==> src/rtl/nand_pkg.sv <==
// Shared definitions for the NAND bus sequencer and the NAND controller above it:
// operation codes, sequencer state encoding and default pin timing.
package nand_pkg;

    // Default pin timing in PCLK cycles, shared with NAND_controller.
    localparam int T_SETUP_DEF    = 1;
    localparam int T_WP_DEF       = 2;
    localparam int T_WH_DEF       = 2;
    localparam int T_RP_DEF       = 2;
    localparam int T_REH_DEF      = 2;
    localparam int T_WB_DEF       = 4;
    localparam int RB_TIMEOUT_DEF = 65535;
    localparam int CNT_W_DEF      = 16;

    // Byte-level operations; codes 6 and 7 are reserved and ignored.
    typedef enum logic [2:0] {
        OP_CMD     = 3'd0,
        OP_ADDR    = 3'd1,
        OP_WDATA   = 3'd2,
        OP_RDATA   = 3'd3,
        OP_WAIT_RB = 3'd4,
        OP_CE_OFF  = 3'd5
    } op_e;

    // Bus cycle engine states.
    typedef enum logic [2:0] {
        ST_IDLE    = 3'd0,
        ST_SETUP   = 3'd1,
        ST_WE_LO   = 3'd2,
        ST_WE_HI   = 3'd3,
        ST_RE_LO   = 3'd4,
        ST_RE_HI   = 3'd5,
        ST_WB_WAIT = 3'd6,
        ST_RB_POLL = 3'd7
    } state_e;

    // True for the operations that drive a byte onto IO with an nWE pulse.
    function automatic logic is_write_op(logic [2:0] op);
        return (op == OP_CMD) || (op == OP_ADDR) || (op == OP_WDATA);
    endfunction

endpackage

==> src/rtl/nand_bus_sequencer_if.sv <==
// Upstream request/response channel between the register front-end (master)
// and the NAND bus sequencer (slave).
interface nand_bus_sequencer_if;

    logic       req_valid;
    logic       req_ready;
    logic [2:0] req_op;
    logic [7:0] req_byte;
    logic       wp_n_in;
    logic       rd_valid;
    logic [7:0] rd_data;
    logic       rb_timeout;
    logic       busy;

    modport master (
        output req_valid, req_op, req_byte, wp_n_in,
        input  req_ready, rd_valid, rd_data, rb_timeout, busy
    );

    modport slave (
        input  req_valid, req_op, req_byte, wp_n_in,
        output req_ready, rd_valid, rd_data, rb_timeout, busy
    );

endinterface

==> src/rtl/nand_bus_sequencer.sv <==
// Pin-level NAND bus cycle engine: runs one byte-level operation at a time
// (command/address/data write, data read, wait-for-ready, chip release) with
// setup/pulse/hold timing counted by a single down-counter. All NAND pins are
// driven straight from flops.
module nand_bus_sequencer
    import nand_pkg::*;
#(
    parameter int T_SETUP    = T_SETUP_DEF,
    parameter int T_WP       = T_WP_DEF,
    parameter int T_WH       = T_WH_DEF,
    parameter int T_RP       = T_RP_DEF,
    parameter int T_REH      = T_REH_DEF,
    parameter int T_WB       = T_WB_DEF,
    parameter int RB_TIMEOUT = RB_TIMEOUT_DEF,
    parameter int CNT_W      = CNT_W_DEF
) (
    input  logic                  PCLK,
    input  logic                  PRESET,
    nand_bus_sequencer_if.slave   up,
    input  logic                  RB,
    input  logic [7:0]            IO_IN,
    output logic [7:0]            IO_OUT,
    output logic                  IO_OE,
    output logic                  nCE,
    output logic                  CLE,
    output logic                  ALE,
    output logic                  nWE,
    output logic                  nRE,
    output logic                  nWP
);

    localparam logic [CNT_W-1:0] CNT_ONE = CNT_W'(1);

    // Counter load value for a phase lasting t cycles.
    function automatic logic [CNT_W-1:0] phase_len(int t);
        return CNT_W'(t - 1);
    endfunction

    state_e           state_q, state_d;
    logic [CNT_W-1:0] cnt_q, cnt_d;
    logic             rd_op_q, rd_op_d;
    logic             nce_q, nce_d;
    logic             cle_q, cle_d;
    logic             ale_q, ale_d;
    logic             nwe_q, nwe_d;
    logic             nre_q, nre_d;
    logic             nwp_q, nwp_d;
    logic [7:0]       io_out_q, io_out_d;
    logic             io_oe_q, io_oe_d;
    logic [7:0]       rd_data_q, rd_data_d;
    logic             rd_valid_q, rd_valid_d;
    logic             rb_timeout_q, rb_timeout_d;

    logic             cnt_zero;

    assign cnt_zero = (cnt_q == '0);

    // Next-state and next-pin computation for the operation FSM.
    always_comb begin
        // NOTE: every signal gets a default before the case so no path leaves
        // it unassigned, which would otherwise infer a latch.
        state_d      = state_q;
        cnt_d        = cnt_q;
        rd_op_d      = rd_op_q;
        nce_d        = nce_q;
        cle_d        = cle_q;
        ale_d        = ale_q;
        nwe_d        = nwe_q;
        nre_d        = nre_q;
        nwp_d        = up.wp_n_in;
        io_out_d     = io_out_q;
        io_oe_d      = io_oe_q;
        rd_data_d    = rd_data_q;
        rd_valid_d   = 1'b0;
        rb_timeout_d = 1'b0;

        case (state_q)
            ST_IDLE: begin
                // req_ready is high in IDLE, so req_valid alone means accept.
                if (up.req_valid) begin
                    if (is_write_op(up.req_op)) begin
                        state_d  = ST_SETUP;
                        cnt_d    = phase_len(T_SETUP);
                        rd_op_d  = 1'b0;
                        nce_d    = 1'b0;
                        cle_d    = (up.req_op == OP_CMD);
                        ale_d    = (up.req_op == OP_ADDR);
                        io_out_d = up.req_byte;
                        io_oe_d  = 1'b1;
                    end else begin
                        case (up.req_op)
                            OP_RDATA: begin
                                state_d = ST_SETUP;
                                cnt_d   = phase_len(T_SETUP);
                                rd_op_d = 1'b1;
                                nce_d   = 1'b0;
                                cle_d   = 1'b0;
                                ale_d   = 1'b0;
                                io_oe_d = 1'b0;
                            end
                            OP_WAIT_RB: begin
                                state_d = ST_WB_WAIT;
                                cnt_d   = phase_len(T_WB);
                            end
                            OP_CE_OFF: nce_d = 1'b1;
                            default: ;  // reserved codes are consumed and ignored
                        endcase
                    end
                end
            end

            ST_SETUP: begin
                if (!cnt_zero) begin
                    cnt_d = cnt_q - CNT_ONE;
                end else if (rd_op_q) begin
                    state_d = ST_RE_LO;
                    cnt_d   = phase_len(T_RP);
                    nre_d   = 1'b0;
                end else begin
                    state_d = ST_WE_LO;
                    cnt_d   = phase_len(T_WP);
                    nwe_d   = 1'b0;
                end
            end

            ST_WE_LO: begin
                if (!cnt_zero) begin
                    cnt_d = cnt_q - CNT_ONE;
                end else begin
                    state_d = ST_WE_HI;
                    cnt_d   = phase_len(T_WH);
                    nwe_d   = 1'b1;
                end
            end

            ST_WE_HI: begin
                // CLE/ALE/IO stay put through the hold phase, then release.
                if (!cnt_zero) begin
                    cnt_d = cnt_q - CNT_ONE;
                end else begin
                    state_d = ST_IDLE;
                    cle_d   = 1'b0;
                    ale_d   = 1'b0;
                    io_oe_d = 1'b0;
                end
            end

            ST_RE_LO: begin
                // The byte is captured on the last cycle nRE is still low.
                if (!cnt_zero) begin
                    cnt_d = cnt_q - CNT_ONE;
                end else begin
                    state_d   = ST_RE_HI;
                    cnt_d     = phase_len(T_REH);
                    nre_d     = 1'b1;
                    rd_data_d = IO_IN;
                end
            end

            ST_RE_HI: begin
                if (!cnt_zero) begin
                    cnt_d = cnt_q - CNT_ONE;
                end else begin
                    state_d    = ST_IDLE;
                    rd_valid_d = 1'b1;
                end
            end

            ST_WB_WAIT: begin
                // RB is not trusted until the device has had tWB to pull it low.
                if (!cnt_zero) begin
                    cnt_d = cnt_q - CNT_ONE;
                end else begin
                    state_d = ST_RB_POLL;
                    cnt_d   = phase_len(RB_TIMEOUT);
                end
            end

            ST_RB_POLL: begin
                if (RB) begin
                    state_d = ST_IDLE;
                end else if (cnt_zero) begin
                    state_d      = ST_IDLE;
                    rb_timeout_d = 1'b1;
                end else begin
                    cnt_d = cnt_q - CNT_ONE;
                end
            end

            default: state_d = ST_IDLE;
        endcase
    end

    // State, counter and pin registers with synchronous reset.
    always_ff @(posedge PCLK) begin
        // NOTE: sequential state uses non-blocking assignments so every flop
        // samples the pre-edge values regardless of statement order.
        if (PRESET) begin
            state_q      <= ST_IDLE;
            cnt_q        <= '0;
            rd_op_q      <= 1'b0;
            nce_q        <= 1'b1;
            cle_q        <= 1'b0;
            ale_q        <= 1'b0;
            nwe_q        <= 1'b1;
            nre_q        <= 1'b1;
            nwp_q        <= 1'b0;
            io_out_q     <= 8'h00;
            io_oe_q      <= 1'b0;
            rd_data_q    <= 8'h00;
            rd_valid_q   <= 1'b0;
            rb_timeout_q <= 1'b0;
        end else begin
            state_q      <= state_d;
            cnt_q        <= cnt_d;
            rd_op_q      <= rd_op_d;
            nce_q        <= nce_d;
            cle_q        <= cle_d;
            ale_q        <= ale_d;
            nwe_q        <= nwe_d;
            nre_q        <= nre_d;
            nwp_q        <= nwp_d;
            io_out_q     <= io_out_d;
            io_oe_q      <= io_oe_d;
            rd_data_q    <= rd_data_d;
            rd_valid_q   <= rd_valid_d;
            rb_timeout_q <= rb_timeout_d;
        end
    end

    assign up.req_ready  = (state_q == ST_IDLE);
    assign up.busy       = (state_q != ST_IDLE);
    assign up.rd_valid   = rd_valid_q;
    assign up.rd_data    = rd_data_q;
    assign up.rb_timeout = rb_timeout_q;

    assign nCE    = nce_q;
    assign CLE    = cle_q;
    assign ALE    = ale_q;
    assign nWE    = nwe_q;
    assign nRE    = nre_q;
    assign nWP    = nwp_q;
    assign IO_OUT = io_out_q;
    assign IO_OE  = io_oe_q;

endmodule

==> src/flat_wrapper.sv <==
// flat-port wrapper written by rule: the top's interface ports become plain ports
module nand_bus_sequencer_flat import nand_pkg::*;
#(
    parameter int T_SETUP    = T_SETUP_DEF,
    parameter int T_WP       = T_WP_DEF,
    parameter int T_WH       = T_WH_DEF,
    parameter int T_RP       = T_RP_DEF,
    parameter int T_REH      = T_REH_DEF,
    parameter int T_WB       = T_WB_DEF,
    parameter int RB_TIMEOUT = RB_TIMEOUT_DEF,
    parameter int CNT_W      = CNT_W_DEF
)
  (PCLK, PRESET, RB, IO_IN, IO_OUT, IO_OE, nCE, CLE, ALE, nWE, nRE, nWP, up_req_valid, up_req_op, up_req_byte, up_wp_n_in, up_req_ready, up_rd_valid, up_rd_data, up_rb_timeout, up_busy);
  nand_bus_sequencer_if up_i ();
  input  logic PCLK;
  input  logic PRESET;
  input  logic RB;
  input  logic [7:0] IO_IN;
  output logic [7:0] IO_OUT;
  output logic IO_OE;
  output logic nCE;
  output logic CLE;
  output logic ALE;
  output logic nWE;
  output logic nRE;
  output logic nWP;
  input wire logic [$bits(up_i.req_valid)-1:0] up_req_valid;
  input wire logic [$bits(up_i.req_op)-1:0] up_req_op;
  input wire logic [$bits(up_i.req_byte)-1:0] up_req_byte;
  input wire logic [$bits(up_i.wp_n_in)-1:0] up_wp_n_in;
  output wire logic [$bits(up_i.req_ready)-1:0] up_req_ready;
  output wire logic [$bits(up_i.rd_valid)-1:0] up_rd_valid;
  output wire logic [$bits(up_i.rd_data)-1:0] up_rd_data;
  output wire logic [$bits(up_i.rb_timeout)-1:0] up_rb_timeout;
  output wire logic [$bits(up_i.busy)-1:0] up_busy;
  assign up_i.req_valid = up_req_valid;
  assign up_i.req_op = up_req_op;
  assign up_i.req_byte = up_req_byte;
  assign up_i.wp_n_in = up_wp_n_in;
  assign up_req_ready = up_i.req_ready;
  assign up_rd_valid = up_i.rd_valid;
  assign up_rd_data = up_i.rd_data;
  assign up_rb_timeout = up_i.rb_timeout;
  assign up_busy = up_i.busy;
  nand_bus_sequencer #(.T_SETUP(T_SETUP), .T_WP(T_WP), .T_WH(T_WH), .T_RP(T_RP), .T_REH(T_REH), .T_WB(T_WB), .RB_TIMEOUT(RB_TIMEOUT), .CNT_W(CNT_W)) u_core (.PCLK(PCLK), .PRESET(PRESET), .up(up_i), .RB(RB), .IO_IN(IO_IN), .IO_OUT(IO_OUT), .IO_OE(IO_OE), .nCE(nCE), .CLE(CLE), .ALE(ALE), .nWE(nWE), .nRE(nRE), .nWP(nWP));
endmodule
==> config.mk <==
export PLATFORM = sky130hd
export DESIGN_NAME = nand_bus_sequencer_flat
export DESIGN_NICKNAME = d
export VERILOG_FILES = /design/src/rtl/nand_pkg.sv /design/src/rtl/nand_bus_sequencer_if.sv /design/src/rtl/nand_bus_sequencer.sv /design/src/flat_wrapper.sv
export SDC_FILE = /design/constraint.sdc
export NUM_CORES = 1
export LEC_CHECK = 0
export ABC_AREA = 1
export CAP_MARGIN = 40
export CORE_MARGIN = 2
export CORE_UTILIZATION = 40
export CTS_CLUSTER_DIAMETER = 40
export DETAILED_ROUTE_END_ITERATION = 16
export HOLD_SLACK_MARGIN = 0.06
export PLACE_DENSITY = 0.75
export SLEW_MARGIN = 20
export SYNTH_ARGS = -nofsm -noshare
export SYNTH_HDL_FRONTEND = slang
export SYNTH_SLANG_ARGS = --single-unit
==> constraint.sdc <==
create_clock -name PCLK -period 4.64 [get_ports PCLK]
set_input_delay 0.928 -clock PCLK [delete_from_list [all_inputs] [get_ports PCLK]]
set_output_delay 0.928 -clock PCLK [all_outputs]
set_load 0.02 [all_outputs]
## Word-level counts from Yosys, hierarchy flattened

Index checks and enable logic that the tools add are counted.

- Flip-flop bits (word level): 45
- Bits of input ports: 24
- Word-level logic and storage cells: 106

- Add/subtract/negate cells: 1
- Equality and inequality tests: 23
- Muxes and demuxes: 42
- Bitwise logic cells: 2
- Reduce and logical (&&, ||, !) cells: 24

Operator list:

| operator | number |
|---|---|
| 16-bit 2-to-1 mux | 6 |
| 16-bit case mux with 5 select lines | 1 |
| 16-bit case mux with 2 select lines | 1 |
| 3-bit 2-to-1 mux | 9 |
| 3-bit case mux with 7 select lines | 1 |
| 3-bit equality test (second input constant) | 6 |
| 1-bit 2-to-1 mux | 17 |
| 16-bit zero test | 1 |
| 16-bit by 1-bit subtractor with 16-bit output (second input constant) | 1 |
| 3-bit by 2-bit equality test with 1-bit output (second input constant) | 4 |
| 2-bit by 1-bit != test with 1-bit output (second input constant) | 6 |
| 1-bit case mux with 2 select lines | 6 |
| 3-bit AND reduction | 4 |
| 4-bit AND reduction | 3 |
| 2-bit nonzero test | 4 |
| 3-bit by 1-bit equality test with 1-bit output (second input constant) | 2 |
| 3-bit zero test | 2 |
| 2-bit != test (second input constant) | 3 |
| 3-bit case mux with 2 select lines | 1 |
| 6-bit AND reduction | 1 |
| 3-bit nonzero test | 2 |
| 3-bit OR reduction | 2 |
| 4-bit by 1-bit != test with 1-bit output (second input constant) | 1 |
| 2-bit OR reduction | 2 |
| other kinds (4) | 6 |

## Longest topological paths before layout

Gate-level depths: netlist (run 1).

- Depth after elaboration: 6
- Depth in mapped cells: 11

## Worst setup path after synthesis (run 1)

OpenSTA, ideal clock, no wires.

- Path type: input to register
- Start: input up_req_op[1]
- End: register u_core.cnt_q[14]
- Setup time: 0.070 ns
- Arrival: 1.876 ns
- Data required time: 4.570 ns
- Setup slack: 2.693 ns
- Stages: 10
- Path buffers: 1
- Cells stage by stage: inv_1 nand2_1 nand2_1 a21oi_2 nor2_2 nand2_4 nor2_8 buf_8 nand3_2 a21oi_2

- Longest elaborated chain between the ends: 6
- Elaborated cells on any way between the ends: 12

Ends and longest elaborated chain:

| element | RTL line | RTL |
|---|---|---|
| start, declared | flat_wrapper.sv:28 | `input wire logic [$bits(up_i.req_op)-1:0] up_req_op;` |
| 3-bit by 1-bit equality test with 1-bit output or 3-bit zero test (tied branches) | nand_pkg.sv:39 | `return (op == OP_CMD) \|\| (op == OP_ADDR) \|\| (op == OP_WDATA);` |
| 1-bit logical OR (2 in a row) | nand_pkg.sv:39 |  |
| 16-bit 2-to-1 mux | nand_bus_sequencer.sv:81 | `if (is_write_op(up.req_op)) begin` |
| 16-bit 2-to-1 mux | nand_bus_sequencer.sv:80 | `if (up.req_valid) begin` |
| 16-bit case mux with 5 select lines | nand_bus_sequencer.sv:77 | `case (state_q)` |
| end signal, assigned | nand_bus_sequencer.sv:215 | `cnt_q <= cnt_d;` |
| end, declared | nand_bus_sequencer.sv:40 | `logic [CNT_W-1:0] cnt_q, cnt_d;` |

Several ways; a longest one is shown, not always the timed one. The select of a mux whose other input is x is not followed.
A chain may end at the register's enable or synchronous reset.

## Worst setup path in the final report (run 1)

- Start: register u_core.state_q[0]
- End: output up_req_ready

- Longest elaborated chain between the ends: 1

Ends and longest elaborated chain:

| element | RTL line | RTL |
|---|---|---|
| start, declared | nand_bus_sequencer.sv:39 | `state_e state_q, state_d;` |
| start signal, assigned | nand_bus_sequencer.sv:214 | `state_q <= state_d;` |
| 3-bit zero test | nand_bus_sequencer.sv:231 | `assign up.req_ready = (state_q == ST_IDLE);` |
| end, declared | flat_wrapper.sv:31 | `output wire logic [$bits(up_i.req_ready)-1:0] up_req_ready;` |

Every way passes these cells.

==> flow_metrics.env, run 1 <==
export IMPL_status="completed"
export IMPL_r2r_end="u_core.cnt_q[3]$_SDFFE_PP0P_"
export IMPL_synth_top_area_share_pct=36.4
export IMPL_tns_ps=0
export IMPL_cts_resized=0
export IMPL_grt_pass1_vias=2069
export IMPL_hold_path_class="flop to flop"
export IMPL_dp_hpwl_mm=4.21
export IMPL_rsz0062_at_grt="no"
export IMPL_post_route_min_period_ps=2860
export IMPL_antenna_cells=0
export IMPL_drt_iter0_markers=184
export IMPL_cts_hold_buf=0
export IMPL_syn_area_sq_mm=0.00248
export IMPL_synth_area_leaders="dfxtp_1 36%, nor2_1 11%, nand2_1 9.4%, nand3_2 6.9%, o21ai_0 5.3%"
export IMPL_clock_path_buffers=2
export IMPL_drv_slew=0
export IMPL_hold_viol_final=0
export IMPL_cts_buffers_inserted=5
export IMPL_fin_nets=421
export IMPL_cts_root_buffer="clkbuf_8"
export IMPL_drt_wl_total_mm=5.77
export IMPL_yosysWarnings=0
export IMPL_setup_viol=0
export IMPL_syn_to_final_growth_pct=26.6
export IMPL_power_density_mw_per_mm2=689
export IMPL_p_leak_nw=1.33
export IMPL_num_io_pins=51
export IMPL_grt_ovfl_total=0
export IMPL_drc=0
export IMPL_mostFrequentLayoutCell="nor2_1"
export IMPL_route_met2_wl_mm=2.82
export IMPL_crit_path_end_kind="output pin"
export IMPL_ant_nets=0
export IMPL_synth_top_area_cell="dfxtp_1"
export IMPL_worst_pin_slew_ps=621
export IMPL_grt_max_degree=24
export IMPL_fin_crit_sh_pct=61.5
export IMPL_drive_gt1_share_pct=14.1
export IMPL_relSlewSlack_pct=58.5
export IMPL_fmax_ghz=0.350
export IMPL_place_congestion=0.899
export IMPL_layout_common_cells="71 x nor2_1, 62 x nand2_1, 50 x clkdlybuf4s50_1, 45 x dfxtp_1, 26 x o21ai_0"
export IMPL_stdcell_area_sq_mm=0.00313
export IMPL_critPathArrivalTime_ps=1930
export IMPL_hold_path_cell_count=2
export IMPL_htreeDepth=2
export IMPL_cts_tree="built"
export IMPL_worst_path_max_fanout=10
export IMPL_maxCapViolations=0
export IMPL_placementRows=28
export IMPL_finalPower_mw=2.16
export IMPL_clkTransAtPathRegs_ps=80
export IMPL_cts_sinks=45
export IMPL_synth_cell_types=33
export IMPL_rr_worst_depth=9
export IMPL_ys_ff_latch=45
export IMPL_met1_length_mm=2.61
export IMPL_skew_ps=7.93
export IMPL_post_drt_wl_per_cell_microns=12.2
export IMPL_dpl_cell_area_sq_mm=0.00302
export IMPL_min_to="u_core.IO_OE$_SDFFE_PP0P_"
export IMPL_antenna_found_initial=0
export IMPL_core_area_sq_mm=0.00596
export IMPL_die_h_microns=82.7
export IMPL_dr_wl_met3_microns=248
export IMPL_die_w_microns=82.7
export IMPL_syn_avg_cell_area_sq_um=7.16
export IMPL_syn_inst=346
export IMPL_worstReg2RegStart="u_core.cnt_q[0]$_SDFFE_PP0P_"
export IMPL_startpoint_type="flop"
export IMPL_worstHoldStart="u_core.IO_OE$_SDFFE_PP0P_"
export IMPL_io_buffers=50
export IMPL_ir_worst_vdd_mv=0.379
export IMPL_top_layer="met4"
export IMPL_crit_required_ps=3710
export IMPL_start_util_pct=41.6
export IMPL_grt_pass1_wl_mm=9.47
export IMPL_first_pass_iters=4
export IMPL_rrSetupSlack_ps=2640
export IMPL_postCtsSetupRepairBufs=0
export IMPL_synth_nets=371
export IMPL_via_per_inst=4.99
export IMPL_crit_type="flop to output pin"
export IMPL_die_area_sq_mm=0.00684
export IMPL_seq_area_frac_synth_pct=36.4
export IMPL_clkLatencyLatePin_ps=300
export IMPL_grt_use_total_pct=18.1
export IMPL_num_vias=2357
-- flip-flops by register name (all words and copies together), names as in the netlist --
signal / count
u_core.ALE: 1
u_core.CLE: 1
u_core.IO_OE: 1
u_core.IO_OUT: 8
u_core.cnt_q: 16
u_core.nCE: 1
u_core.nRE: 1
u_core.nWE: 1
u_core.nWP: 1
u_core.rd_op_q: 1
u_core.state_q: 3
u_core.up.rb_timeout: 1
u_core.up.rd_data: 8
u_core.up.rd_valid: 1
-- power by group --
group,total [mW],internal (mW),switching (mW)
sequential,0.534,0.460,0.0734
clock,0.305,0.176,0.129
combinational,1.32,0.455,0.866
-- kinds of logic after synthesis --
logic type                 share of synthesized area (%)
AOI/OAI and AO/OA                                   13.2
DFF                                                 36.4
adders and majority gates                          0.505
xor gates and xnor gates                            3.54
buffers and inverters                               7.12
and+or+nand+nor                                     39.3
-- through the flow --
step                setup WS, ps  hold WS, ps  instances  utilization, %
floorplan                   2690          469        346               -
global placement            2050          462        464            50.7
detailed placement          2020          455        464            50.7
CTS                         1780          467        472            52.6
global route                1710          513        472            52.6
finish                      1780          465        472            52.6
-- critical path, stage by stage (launching register included) --
cell	delay [ps]
dfxtp_1	450
nor2_2	180
nand2_2	110
inv_1	230
clkdlybuf4s50_1	650
-- routing by layer --
metal / track usage (%) / vias up
li1: - / 1217
met1: 22.6 / 1083
met2: 31.2 / 50
met3: 2.72 / 7
met4: 6.89 / 0
met5: 0 / -
-- synthesized netlist by cell type --
cell type  instances
nor2_1            71
xnor2_1            5
o21ai_2            1
o211ai_2           1
inv_1             25
nand4_1            1
xor2_1             5
nor2_8             1
a21oi_2           12
buf_6              2
clkinv_1           1
o21ai_0           26
nand3b_1           1
nor3_1            11
a21boi_0           2
ha_1               1
nor2_4             2
nor2_2             5
nand3_2           17
nand2_1           62
nand2_2            2
buf_8              1
buf_4              1
nor3_4             1
inv_2              5
buf_1              1
a211oi_1           1
clkbuf_1           3
nand3_1           24
nand2_4            1
a21oi_1            8
o31ai_1            1
dfxtp_1           45
-- cell type report --
type                    count  area [sq um]
well taps                  75          93.8
multi-input cells         262          1400
flip-flops and latches     45           901
clock buffers               7          86.3
clock inverters             1          30.0
fillers                   577          2820
repair buffers             51           508
inverters                  31           116
-- worst max-delay path by stage --
stage                                        start                             to  slack (ps)
finish              u_core.state_q[0]$_SDFFE_PP0P_                   up_req_ready        1780
global route        u_core.state_q[0]$_SDFFE_PP0P_                   up_req_ready        1710
CTS                 u_core.state_q[0]$_SDFFE_PP0P_                   up_req_ready        1780
detailed placement                    up_req_op[0]   u_core.cnt_q[3]$_SDFFE_PP0P_        2020
global placement                      up_req_op[0]   u_core.cnt_q[4]$_SDFFE_PP0P_        2050
floorplan                             up_req_op[1]  u_core.cnt_q[14]$_SDFFE_PP0P_        2690
No activity file was read; power rests on OpenSTA's default activity.
==> inputs of run 2 (changes only) <==
clock period = 2.83 ns   (was 4.64 ns; I/O delays follow)
==> flow_metrics.env, run 2 (synthesis results as in run 1) <==
export IMPL_die_area_sq_mm=0.00684
export IMPL_dp_cells=464
export IMPL_clkTransAtPathRegs_ps=90
export IMPL_cts_hold_buf=0
export IMPL_cts_tree="built"
export IMPL_io_buffers=50
export IMPL_drv_slew=0
export IMPL_htreeDepth=2
export IMPL_path_cells="nor2_2 -> nand2_2 -> inv_1 -> clkdlybuf4s50_1"
export IMPL_drc=0
export IMPL_pre_cts_ws_ps=549
export IMPL_clkLatencyLatePin_ps=300
export IMPL_num_io_pins=51
export IMPL_p_clk_share_pct=13.7
export IMPL_crit_type="flop to output pin"
export IMPL_cts_root_buffer="clkbuf_8"
export IMPL_setup_viol=0
export IMPL_worst_path_max_fanout=10
export IMPL_ir_worst_vdd_mv=0.498
export IMPL_drive_gt1_share_pct=14.1
export IMPL_grt_ovfl_total=0
export IMPL_crit_path_end_kind="output pin"
export IMPL_die_w_microns=82.7
export IMPL_rsz0062_at_grt="no"
export IMPL_drt_iter0_markers=154
export IMPL_switching_power_mw=1.74
export IMPL_fill_cells=583
export IMPL_dp_hpwl_mm=4.10
export IMPL_hold_path_class="flop to flop"
export IMPL_maxCapViolations=0
export IMPL_grt_use_total_pct=18.1
export IMPL_startpoint_type="flop"
export IMPL_fmax_ghz=0.401
export IMPL_regMostFlops="u_core.cnt_q"
export IMPL_num_vias=2331
export IMPL_relSlewSlack_pct=60.8
export IMPL_cts_buffers_inserted=5
export IMPL_fin_nets=421
export IMPL_first_pass_iters=4
export IMPL_antenna_cells=0
export IMPL_layout_common_cells="71 x nor2_1, 62 x nand2_1, 50 x clkdlybuf4s50_1, 45 x dfxtp_1, 26 x o21ai_0"
export IMPL_finalNonFillerCells=472
export IMPL_place_congestion=0.887
export IMPL_drt_wl_total_mm=5.60
export IMPL_crit_required_ps=2260
export IMPL_slowest_delay_ps=660
export IMPL_final_setup_worst_slack_ps=339
export IMPL_grt_pass1_wl_mm=9.49
export IMPL_tns_ps=0
export IMPL_antenna_found_initial=0
export IMPL_clock_path_buffers=2
export IMPL_critPathSlowestCell="clkdlybuf4s50_1"
export IMPL_fin_crit_sh_pct=88.0
export IMPL_status="completed"
export IMPL_hold_viol_final=0
export IMPL_syn_to_final_growth_pct=26.4
export IMPL_critPathArrivalTime_ps=1930
export IMPL_postCtsSetupRepairBufs=0
export IMPL_start_util_pct=41.6
export IMPL_p_leak_nw=1.33
export IMPL_die_h_microns=82.7
export IMPL_via_per_inst=4.94
export IMPL_grt_max_degree=24
export IMPL_post_drt_wl_per_cell_microns=11.9
export IMPL_internal_power_mw=1.77
export IMPL_worst_pin_slew_ps=588
export IMPL_placementRows=28
export IMPL_cts_sinks=45
export IMPL_ant_nets=0
export IMPL_largest_reg_flops=16
export IMPL_core_area_sq_mm=0.00596
export IMPL_cts_resized=0
export IMPL_post_route_min_period_ps=2490
export IMPL_grt_pass1_vias=2100
export IMPL_power_density_mw_per_mm2=1120
export IMPL_pwr_share_comb_pct=61.4
export IMPL_pwr_share_seq_pct=24.9
export IMPL_p_sw_share_pct=49.7
export IMPL_finalPower_mw=3.51
export IMPL_skew_ps=9.93
export IMPL_mostFrequentLayoutCell="nor2_1"
==> run 2: cell count changes in the layout (fill, tap and decap cells not counted), sizes merged <==
cell / delta
clkinv: +1
clkbuf: -1
==> run 2: per-stage QoR <==
| stage | instance area [sq um] | util (%) | hold WS [ps] |
|---|---|---|---|
| final | 3130 | 52.5 | 473 |
| after detailed placement | 3020 | 50.7 | 464 |
| after global placement | 3020 | 50.7 | 464 |
| after global routing | 3130 | 52.5 | 503 |
| after floorplan | 2480 | - | 469 |
| after CTS | 3130 | 52.5 | 478 |
==> run 2: area by class of cell <==
type	instances	area, sq um	area share [%]
Clock buffer	6	72.6	2.32
Clock inverter	2	38.8	1.24
Inverter	31	116	3.72
Multi-Input combinational cell	262	1400	44.7
Sequential cell	45	901	28.8
Tap cell	75	93.8	3.00
Timing Repair Buffer	51	508	16.2
==> run 2: worst max-delay path, delay by kind of cell, from the launching register on <==
family | cells | cell delay (ps)
simple gates | 2 | 290
flops | 1 | 450
buf+inv | 2 | 880
==> run 2: worst paths after layout <==
path | start | end | slack, ps | cells after the start
min | u_core.IO_OE$_SDFFE_PP0P_ | u_core.IO_OE$_SDFFE_PP0P_ | 470 | 2
max reg2reg | u_core.cnt_q[0]$_SDFFE_PP0P_ | u_core.cnt_q[4]$_SDFFE_PP0P_ | 850 | 9
min reg2reg | u_core.IO_OE$_SDFFE_PP0P_ | u_core.IO_OE$_SDFFE_PP0P_ | 470 | 2
max | u_core.state_q[0]$_SDFFE_PP0P_ | up_req_ready | 340 | 4
==> run 2: metal layers <==
metal / part of all wire, % / routed length (microns) / GRT usage [%] / vias up
met2: 47 / 2630 / 30.0 / 49
met3: 4.8 / 268 / 3.91 / 8
met5: 0 / 0 / 0 / -
met4: 1.6 / 87 / 5.90 / 0
met1: 47 / 2610 / 23.3 / 1051
li1: - / - / - / 1223
==> run 2: power groups by stage <==
stage | Combinational [mW] | Clock (mW) | Sequential [mW]
global route | 2.43 | 0.525 | 0.890
floorplan | 1.69 | 0 | 0.916
detailed placement | 2.15 | 0 | 0.885
CTS | 2.16 | 0.493 | 0.872
finish | 2.15 | 0.482 | 0.873
global placement | 2.13 | 0 | 0.884
==> inputs of run 3 (changes only) <==
PLACE_DENSITY = 0.77   (was 0.75)
clock period = 2.27 ns   (was 2.83 ns; I/O delays follow)
==> flow_metrics.env, run 3 (synthesis results as in run 1) <==
export IMPL_hold_path_cell_count=2
export IMPL_cts_root_buffer="clkbuf_8"
export IMPL_drive_gt1_share_pct=14.5
export IMPL_rsz0062_at_grt="no"
export IMPL_grt_use_total_pct=18.7
export IMPL_die_h_microns=82.7
export IMPL_relSlewSlack_pct=60.5
export IMPL_first_pass_iters=4
export IMPL_final_seq_area_sq_um=901
export IMPL_layout_common_cells="71 x nor2_1, 62 x nand2_1, 50 x clkdlybuf4s50_1, 45 x dfxtp_1, 26 x o21ai_0"
export IMPL_cts_tree="built"
export IMPL_multiInputGateArea_sq_mm=0.00140
export IMPL_mostFrequentLayoutCell="nor2_1"
export IMPL_tns_ps=0
export IMPL_startpoint_type="flop"
export IMPL_worstHoldStart="u_core.IO_OE$_SDFFE_PP0P_"
export IMPL_cts_sinks=45
export IMPL_fin_crit_sh_pct=93.6
export IMPL_fin_nets=423
export IMPL_place_congestion=0.909
export IMPL_htreeDepth=2
export IMPL_cts_resized=0
export IMPL_crit_type="flop to output pin"
export IMPL_syn_to_final_growth_pct=27.2
export IMPL_num_vias=2345
export IMPL_ant_nets=0
export IMPL_drc=0
export IMPL_rrSetupSlack_ps=300
export IMPL_grt_pass1_vias=2263
export IMPL_crit_path_end_kind="output pin"
export IMPL_clkLatencyLatePin_ps=290
export IMPL_clock_path_buffers=2
export IMPL_skew_ps=4.59
export IMPL_hold_path_class="flop to flop"
export IMPL_grt_pass1_wl_mm=9.89
export IMPL_antenna_found_initial=0
export IMPL_maxCapViolations=0
export IMPL_regMostFlops="u_core.cnt_q"
export IMPL_critPathArrivalTime_ps=1670
export IMPL_slowest_delay_ps=600
export IMPL_path_cells="nor2_2 -> nand2_2 -> inv_1 -> clkdlybuf4s50_1"
export IMPL_p_leak_nw=1.34
export IMPL_post_route_min_period_ps=2120
export IMPL_drt_iter0_markers=150
export IMPL_critPathLaunch="u_core.state_q[1]$_SDFFE_PP0P_"
export IMPL_ir_worst_vdd_mv=0.749
export IMPL_hold_worst_slack_ps=468
export IMPL_start_util_pct=41.6
export IMPL_grt_max_degree=24
export IMPL_drv_slew=0
export IMPL_r2r_end="u_core.cnt_q[4]$_SDFFE_PP0P_"
export IMPL_power_density_mw_per_mm2=1420
export IMPL_worstReg2RegStart="u_core.cnt_q[0]$_SDFFE_PP0P_"
export IMPL_grt_ovfl_total=0
export IMPL_die_area_sq_mm=0.00684
export IMPL_stdcell_area_sq_mm=0.00315
export IMPL_clkTransAtPathRegs_ps=80
export IMPL_hold_viol_final=0
export IMPL_status="completed"
export IMPL_placementRows=28
export IMPL_cts_hold_buf=0
export IMPL_die_w_microns=82.7
export IMPL_largest_reg_flops=16
export IMPL_core_area_sq_mm=0.00596
export IMPL_worst_path_max_fanout=6
export IMPL_fill_cells=584
export IMPL_post_drt_wl_per_cell_microns=12.5
export IMPL_dpl_cell_area_sq_mm=0.00303
export IMPL_dp_hpwl_mm=4.41
export IMPL_setup_viol=0
export IMPL_drt_wl_total_mm=5.91
export IMPL_cts_buffers_inserted=5
export IMPL_via_per_inst=4.95
export IMPL_fmax_ghz=0.471
export IMPL_final_core_util_pct=52.9
export IMPL_num_io_pins=51
export IMPL_min_to="u_core.IO_OE$_SDFFE_PP0P_"
export IMPL_postCtsSetupRepairBufs=0
export IMPL_io_buffers=50
export IMPL_rr_worst_depth=9
export IMPL_antenna_cells=0
export IMPL_worst_pin_slew_ps=592
export IMPL_critPathSlowestCell="clkdlybuf4s50_1"
export IMPL_crit_required_ps=1820
[run 3: cell count changes in the layout (fill, tap and decap cells not counted), sizes merged]
cell / previous run / this run
buf: 1 / 3
clkbuf: 6 / 7
clkinv: 2 / 1
[run 3: through the flow]
step / power, mW / cells / setup WS (ps)
after floorplan: 3.25 / 346 / 680
after global placement: 3.80 / 466 / 161
after detailed placement: 3.86 / 466 / 94.5
after CTS: 4.50 / 474 / 144
after global routing: 4.89 / 474 / 50.7
final: 4.48 / 474 / 146
[run 3: worst max path at each step]
stage | end | slack [ps] | depth (start not counted)
after CTS | up_req_ready | 140 | 4
after floorplan | u_core.cnt_q[13]$_SDFFE_PP0P_ | 680 | 10
final | up_req_ready | 150 | 4
after global placement | u_core.cnt_q[4]$_SDFFE_PP0P_ | 160 | 10
after global routing | up_req_ready | 50 | 4
after detailed placement | u_core.cnt_q[13]$_SDFFE_PP0P_ | 90 | 10
[run 3: worst max-delay path, delay by kind of cell, from the launching register on]
| kind | cells | cell delay (ps) |
|---|---|---|
| buffers and inverters | 2 | 700 |
| DFF | 1 | 390 |
| and+or+nand+nor | 2 | 290 |
[run 3: metal layers]
layer  part of all wire, %  GRT usage [%]  vias to the layer above
met5                     0              0                        -
li1                      -              -                     1221
met3                   3.7           4.02                       19
met4                   3.5           8.03                        0
met2                    47           32.8                       45
met1                    46           21.9                     1060
[run 3: final cells by class]
class                           count  share of cell area [%]
Clock buffer                        7                    2.74
Sequential cell                    45                    28.6
Multi-Input combinational cell    262                    44.4
Clock inverter                      1                   0.954
Timing Repair Buffer               53                    16.6
Inverter                           31                    3.69
Tap cell                           75                    2.98
[run 3: report_power, final]
| part | internal, mW | switching (mW) | total (mW) | leakage, nW |
|---|---|---|---|---|
| logic | 0.960 | 1.83 | 2.79 | 0.915 |
| clock network | 0.359 | 0.263 | 0.622 | 0.0585 |
| registers | 0.941 | 0.123 | 1.06 | 0.366 |
| total | 2.26 | 2.22 | 4.48 | 1.34 |
